<file path="config.mk">
export PLATFORM = sky130hd
export DESIGN_NAME = pipe_stage_reg
export DESIGN_NICKNAME = d
export VERILOG_FILES = /design/src/rtl/pipe_stage_reg.sv
export SDC_FILE = /design/constraint.sdc
export NUM_CORES = 1
export LEC_CHECK = 0
export BUFFER_PORTS_ARGS = -buffer_cell sky130_fd_sc_hd__buf_4
export CAP_MARGIN = 10
export CELL_PAD_IN_SITES_DETAIL_PLACEMENT = 0
export CELL_PAD_IN_SITES_GLOBAL_PLACEMENT = 1
export CORE_ASPECT_RATIO = 1.2
export CORE_UTILIZATION = 31
export DETAILED_ROUTE_END_ITERATION = 6
export PLACE_DENSITY_LB_ADDON = 0.12
export RECOVER_POWER = 25
export SLEW_MARGIN = 10
export SYNTH_ARGS = -nofsm -noshare
export SYNTH_HDL_FRONTEND = slang
export SYNTH_SLANG_ARGS = --single-unit
</file>
<file path="constraint.sdc">
create_clock -name clk -period 2.41 [get_ports clk]
set_input_delay 0.1205 -clock clk [delete_from_list [all_inputs] [get_ports clk]]
set_output_delay 0.1205 -clock clk [all_outputs]
set_load 0.02 [all_outputs]
</file>
<file path="src/rtl/pipe_stage_reg.sv">
// pipe_stage_reg: handshaked pipeline stage register with bubble NOP, flush, stall counter; PIPE_STAGE_SKID_EN adds a skid entry
module pipe_stage_reg #(
  parameter int PAYLOAD_W = 64,
  parameter int INSN_W = 32,
  parameter logic [INSN_W-1:0] NOP = INSN_W'(32'h0000_0013),
  parameter int CNT_W = 16
) (
  input  logic                 clk,
  input  logic                 reset,
  input  logic                 in_valid,
  output logic                 in_ready,
  input  logic                 in_invalid,
  input  logic [PAYLOAD_W-1:0] in_payload,
  input  logic [INSN_W-1:0]    in_insn,
  input  logic                 flush,
  output logic                 out_valid,
  input  logic                 out_ready,
  output logic                 out_invalid,
  output logic [PAYLOAD_W-1:0] out_payload,
  output logic [INSN_W-1:0]    out_insn,
  output logic [CNT_W-1:0]     stall_cnt
);
  logic valid_q, valid_d, inv_q, inv_d, head_free, accept, take_skid, load, src_inv;
  logic [PAYLOAD_W-1:0] payload_q, payload_d, src_payload;
  logic [INSN_W-1:0] insn_q, insn_d, src_insn;
  logic [CNT_W-1:0] cnt_q, cnt_d;
  assign head_free = !valid_q | out_ready;
  assign accept = in_valid & in_ready & !flush;
  assign load = !flush & (take_skid | (head_free & accept));
`ifdef PIPE_STAGE_SKID_EN
  logic s_valid_q, s_valid_d, s_inv_q, s_inv_d;
  logic [PAYLOAD_W-1:0] s_payload_q, s_payload_d;
  logic [INSN_W-1:0] s_insn_q, s_insn_d;
  assign in_ready = !reset & !s_valid_q;
  assign take_skid = head_free & s_valid_q;
  assign src_inv = take_skid ? s_inv_q : in_invalid;
  assign src_payload = take_skid ? s_payload_q : in_payload;
  assign src_insn = take_skid ? s_insn_q : in_insn;
  always_comb begin
    s_valid_d = !flush & (s_valid_q ? !head_free : accept & !head_free);
    s_inv_d = (accept & !head_free) ? in_invalid : s_inv_q;
    s_payload_d = (accept & !head_free) ? in_payload : s_payload_q;
    s_insn_d = (accept & !head_free) ? in_insn : s_insn_q;
  end
  always_ff @(posedge clk) begin
    if (reset) begin
      s_valid_q <= 1'b0;
      s_inv_q <= 1'b0;
      s_payload_q <= '0;
      s_insn_q <= '0;
    end else begin
      s_valid_q <= s_valid_d;
      s_inv_q <= s_inv_d;
      s_payload_q <= s_payload_d;
      s_insn_q <= s_insn_d;
    end
  end
`else
  assign in_ready = !reset & head_free;
  assign take_skid = 1'b0;
  assign src_inv = in_invalid;
  assign src_payload = in_payload;
  assign src_insn = in_insn;
`endif
  always_comb begin
    valid_d = !flush & (head_free ? (take_skid | accept) : 1'b1);
    inv_d = load ? src_inv : inv_q;
    payload_d = load ? src_payload : payload_q;
    insn_d = load ? src_insn : insn_q;
    cnt_d = (valid_q & !out_ready & !flush & ~&cnt_q) ? cnt_q + 1'b1 : cnt_q;
  end
  always_ff @(posedge clk) begin
    if (reset) begin
      valid_q <= 1'b0;
      inv_q <= 1'b0;
      payload_q <= '0;
      insn_q <= NOP;
      cnt_q <= '0;
    end else begin
      valid_q <= valid_d;
      inv_q <= inv_d;
      payload_q <= payload_d;
      insn_q <= insn_d;
      cnt_q <= cnt_d;
    end
  end
  assign out_valid = valid_q;
  assign out_invalid = !valid_q | inv_q;
  assign out_payload = payload_q;
  assign out_insn = out_invalid ? NOP : insn_q;
  assign stall_cnt = cnt_q;
endmodule

</file>
==> impl_metrics.py <==
metrics = {
    "power_and_ir_drop": {
        "leakage_nw": 2.99,
        "power_frac_seq_pct": 39.9,
        "power.switching_mw": 1.16,
        "sw_frac_of_total_pct": 23.6,
        "pwr-share-clk_pct": 49.4,
        "combPwrFrac_pct": 10.6,
        "peakVddDrop_mv": 0.397,
        "power.density_nw_per_um2": 657,
        "intPower_mw": 3.76,
    },
    "timing": {
        "fin_worst_skew_ns": 0.00871,
        "timing.final.crit_share_pct": 88.3,
        "setup_viol": 0,
        "hold_slack_ns": 0.159,
        "slew_viol_final": 0,
        "hold_viol_final": 0,
        "worst_pin_slew_ns": 1.10,
        "relSlewSlack_pct": 26.4,
        "grt_setup_unrepaired": "no",
        "clock.fmax_mhz": 470,
        "fin_ws_ns": 0.281,
        "period_minus_slack_ns": 2.13,
        "finalSetupTns_ns": 0,
    },
    "worst_setup_path": {
        "critical_path_required_ns": 2.74,
        "crit_path_max_incr_delay_ns": 0.57,
        "critical_path.cell_chain": "or3b_4, or4_4, or4_1, a21oi_1",
        "endpoint_kind": "flip-flop",
        "arrival_ns": 2.46,
        "worstPathMaxFanout": 15,
        "crit_path_start_kind": "flip-flop",
        "criticalPathCategory": "flip-flop to flip-flop",
        "slowest_stage": "or4_4",
    },
    "routing": {
        "drtIter0Drc": 201,
        "wirelength_um": 13700,
        "wl_met2_um": 6540,
        "viasPerCell": 4.62,
        "remaining_drc_errors": 0,
        "m1WireLength_um": 6100,
        "wl_met3_um": 826,
        "dr.pass1.iters": 5,
        "vias": 4836,
        "highest_layer": "met4",
        "drtAntennaViolNets": 0,
        "wl_per_cell_um": 13.1,
    },
    "synth": {
        "synthAdderAreaFrac_pct": 0.285,
        "synth_nets": 663,
        "yosys_register_bits": 114,
        "yosys.area_share.simple_pct": 29.3,
        "synth.distinct_cells": 33,
        "synth-seq-area-share_pct": 52.1,
        "yosysWarnings": 0,
        "synthXorXnorAreaFrac_pct": 0,
        "synth_cells": 560,
        "synth_mux_area_share_pct": 1.03,
        "synth_top_family_by_area": "simple AND/OR/NAND/NOR gates",
        "synth_compound_area_share_pct": 13.8,
        "synth.area.top_cells": "dfxtp_1 (52%), nand2_1 (17%), a21oi_1 (12%), and2_1 (4.1%), clkbuf_1 (2.7%)",
        "synth_area_leader_cell": "dfxtp_1",
        "synth_top_area_share_pct": 52.1,
        "synthesis.area_sq_um": 4380,
        "syn_area_per_cell_sq_um": 7.83,
    },
    "global_route": {
        "antenna_found_initial": 0,
        "grt_use_total_pct": 18.6,
        "grt_pass1_vias": 4466,
        "grt_max_degree": 99,
        "grt_pass1_wl_um": 22100,
        "grt_overflow": 0,
    },
    "clock_tree": {
        "cts.sinks": 114,
        "clock_path_buffers": 2,
        "cts_root_buf": "clkbuf_16",
        "cts_made_buffers": 17,
        "path_clk_slew_ns": 0.05,
        "cts_max_level": 4,
        "clock_latency_ns": 0.41,
        "cts_tree": "built",
    },
    "placement": {
        "globalplace.congestion": 0.732,
        "dp_hpwl_um": 8660,
        "portBuffers": 216,
        "dp_slack_ns": 0.293,
    },
    "floorplan": {
        "die_x_um": 111,
        "core_sq_um": 13800,
        "rows": 47,
        "io_pins": 217,
        "die_y_um": 132,
        "start_util_pct": 31.7,
        "fp.dieArea_sq_um": 14600,
    },
    "run_status": {
        "status": "finished, final reports clean",
    },
    "hold_path": {
        "hold_class": "input pin to flip-flop",
    },
    "layout": {
        "fin_nets": 965,
        "drive_gt1_share_pct": 23.9,
        "n_antenna_cell": 0,
        "synthToLayoutAreaGrowth_pct": 71.0,
    },
    "job": {
        "drv_cap": 0,
    },
}
-- cells by family after synthesis --
family	count (synthesis)
DFF	114
buffers and inverters	41
adders and majority gates	1
AOI/OAI and AO/OA	117
muxes	4
and+or+nand+nor	283
-- Yosys cell counts (all sizes together) --
library cell,count
mux2,4
nor3b,1
nor2b,7
ha,1
a211oi,1
a21oi,103
o31ai,3
inv,3
a31oi,1
nand2b,3
or4,7
and3,1
and2,29
o21ai,7
or3,4
nand4,5
nand3,5
nor2,8
clkbuf,32
or3b,1
nor4b,2
nand2,197
nand3b,3
nor3,5
dfxtp,114
or4b,1
nor4,2
buf,6
o41ai,2
or2,2
-- through the flow --
step / std cells / cell area [sq um] / power [mW] / utilization (%)
6_report: 1046 / 7500 / 4.93 / 54.3
5_1_grt: 1046 / 7500 / 5.12 / 54.3
4_1_cts: 1046 / 7710 / 5.01 / 55.8
3_5_place_dp: 916 / 6150 / 2.43 / 44.5
3_3_place_gp: 916 / 6150 / 2.42 / 44.5
2_1_floorplan: 560 / 4380 / 2.19 / -
-- cells in the final DEF, fill, tap and decap left out, types with 2 or more instances in the layout --
master	n
clkinvlp_4	6
nand4_1	5
buf_4	165
clkinv_4	2
nand3_1	5
inv_1	3
dlygate4sd3_1	98
nor3_1	5
clkbuf_16	17
or4_1	6
nand2b_1	3
o21ai_0	7
or2_2	2
bufinv_16	2
o31ai_1	3
nand2_1	197
mux2_2	4
clkbuf_1	58
or3_1	4
and2_1	29
nand3b_1	3
clkinv_2	3
dfxtp_1	114
nor2_1	8
a21oi_1	103
o41ai_1	2
nor2b_1	6
-- repair_timing --
action | in CTS | in global routing
setup endpoints to repair | 0 | 0
gates resized for setup | 0 | 0
endpoints found under the hold margin | 98 | 0
hold buffers | 98 | 0
buffers inserted | 0 | 0
-- routing by layer --
metal / GRT usage (%) / up-vias
li1: - / 2455
met1: 23.0 / 2201
met2: 29.6 / 161
met3: 5.61 / 19
met4: 8.67 / 0
met5: 0 / -
-- registers in the layout, indices dropped and copies added (netlist names) --
signal       flops
inv_q            1
insn_q          32
out_valid        1
stall_cnt       16
out_payload     64
-- final timing paths --
check,startpoint,slack [ns],end,depth (start not counted)
max reg2reg,out_valid,0.28,stall_cnt[13],4
min reg2reg,insn_q[7],0.45,insn_q[7],2
min,out_ready,0.16,out_valid,3
max,out_valid,0.28,stall_cnt[13],4
-- final cells by class --
class	count	area, sq um
Sequential cell	114	2280
Multi-Input combinational cell	405	1960
Inverter	3	11.3
Clock inverter	13	138
Fill cell	1332	6320
Timing Repair Buffer	321	2450
Clock buffer	19	443
Tap cell	171	214
-- power by group through the flow --
stage / Sequential, mW / Combinational, mW / Clock, mW
floorplan: 2.05 / 0.142 / 0
global placement: 2.01 / 0.412 / 0
detailed placement: 2.01 / 0.418 / 0
global route: 1.97 / 0.567 / 2.58
finish: 1.97 / 0.523 / 2.44
CTS: 1.97 / 0.550 / 2.49
-- critical path: cells and delay by family, from the launching register on --
family | cells | cell delay [ns]
simple gates | 3 | 1.55
flops | 1 | 0.34
compound gates | 1 | 0.16
Power figures use the tool's default switching activity.
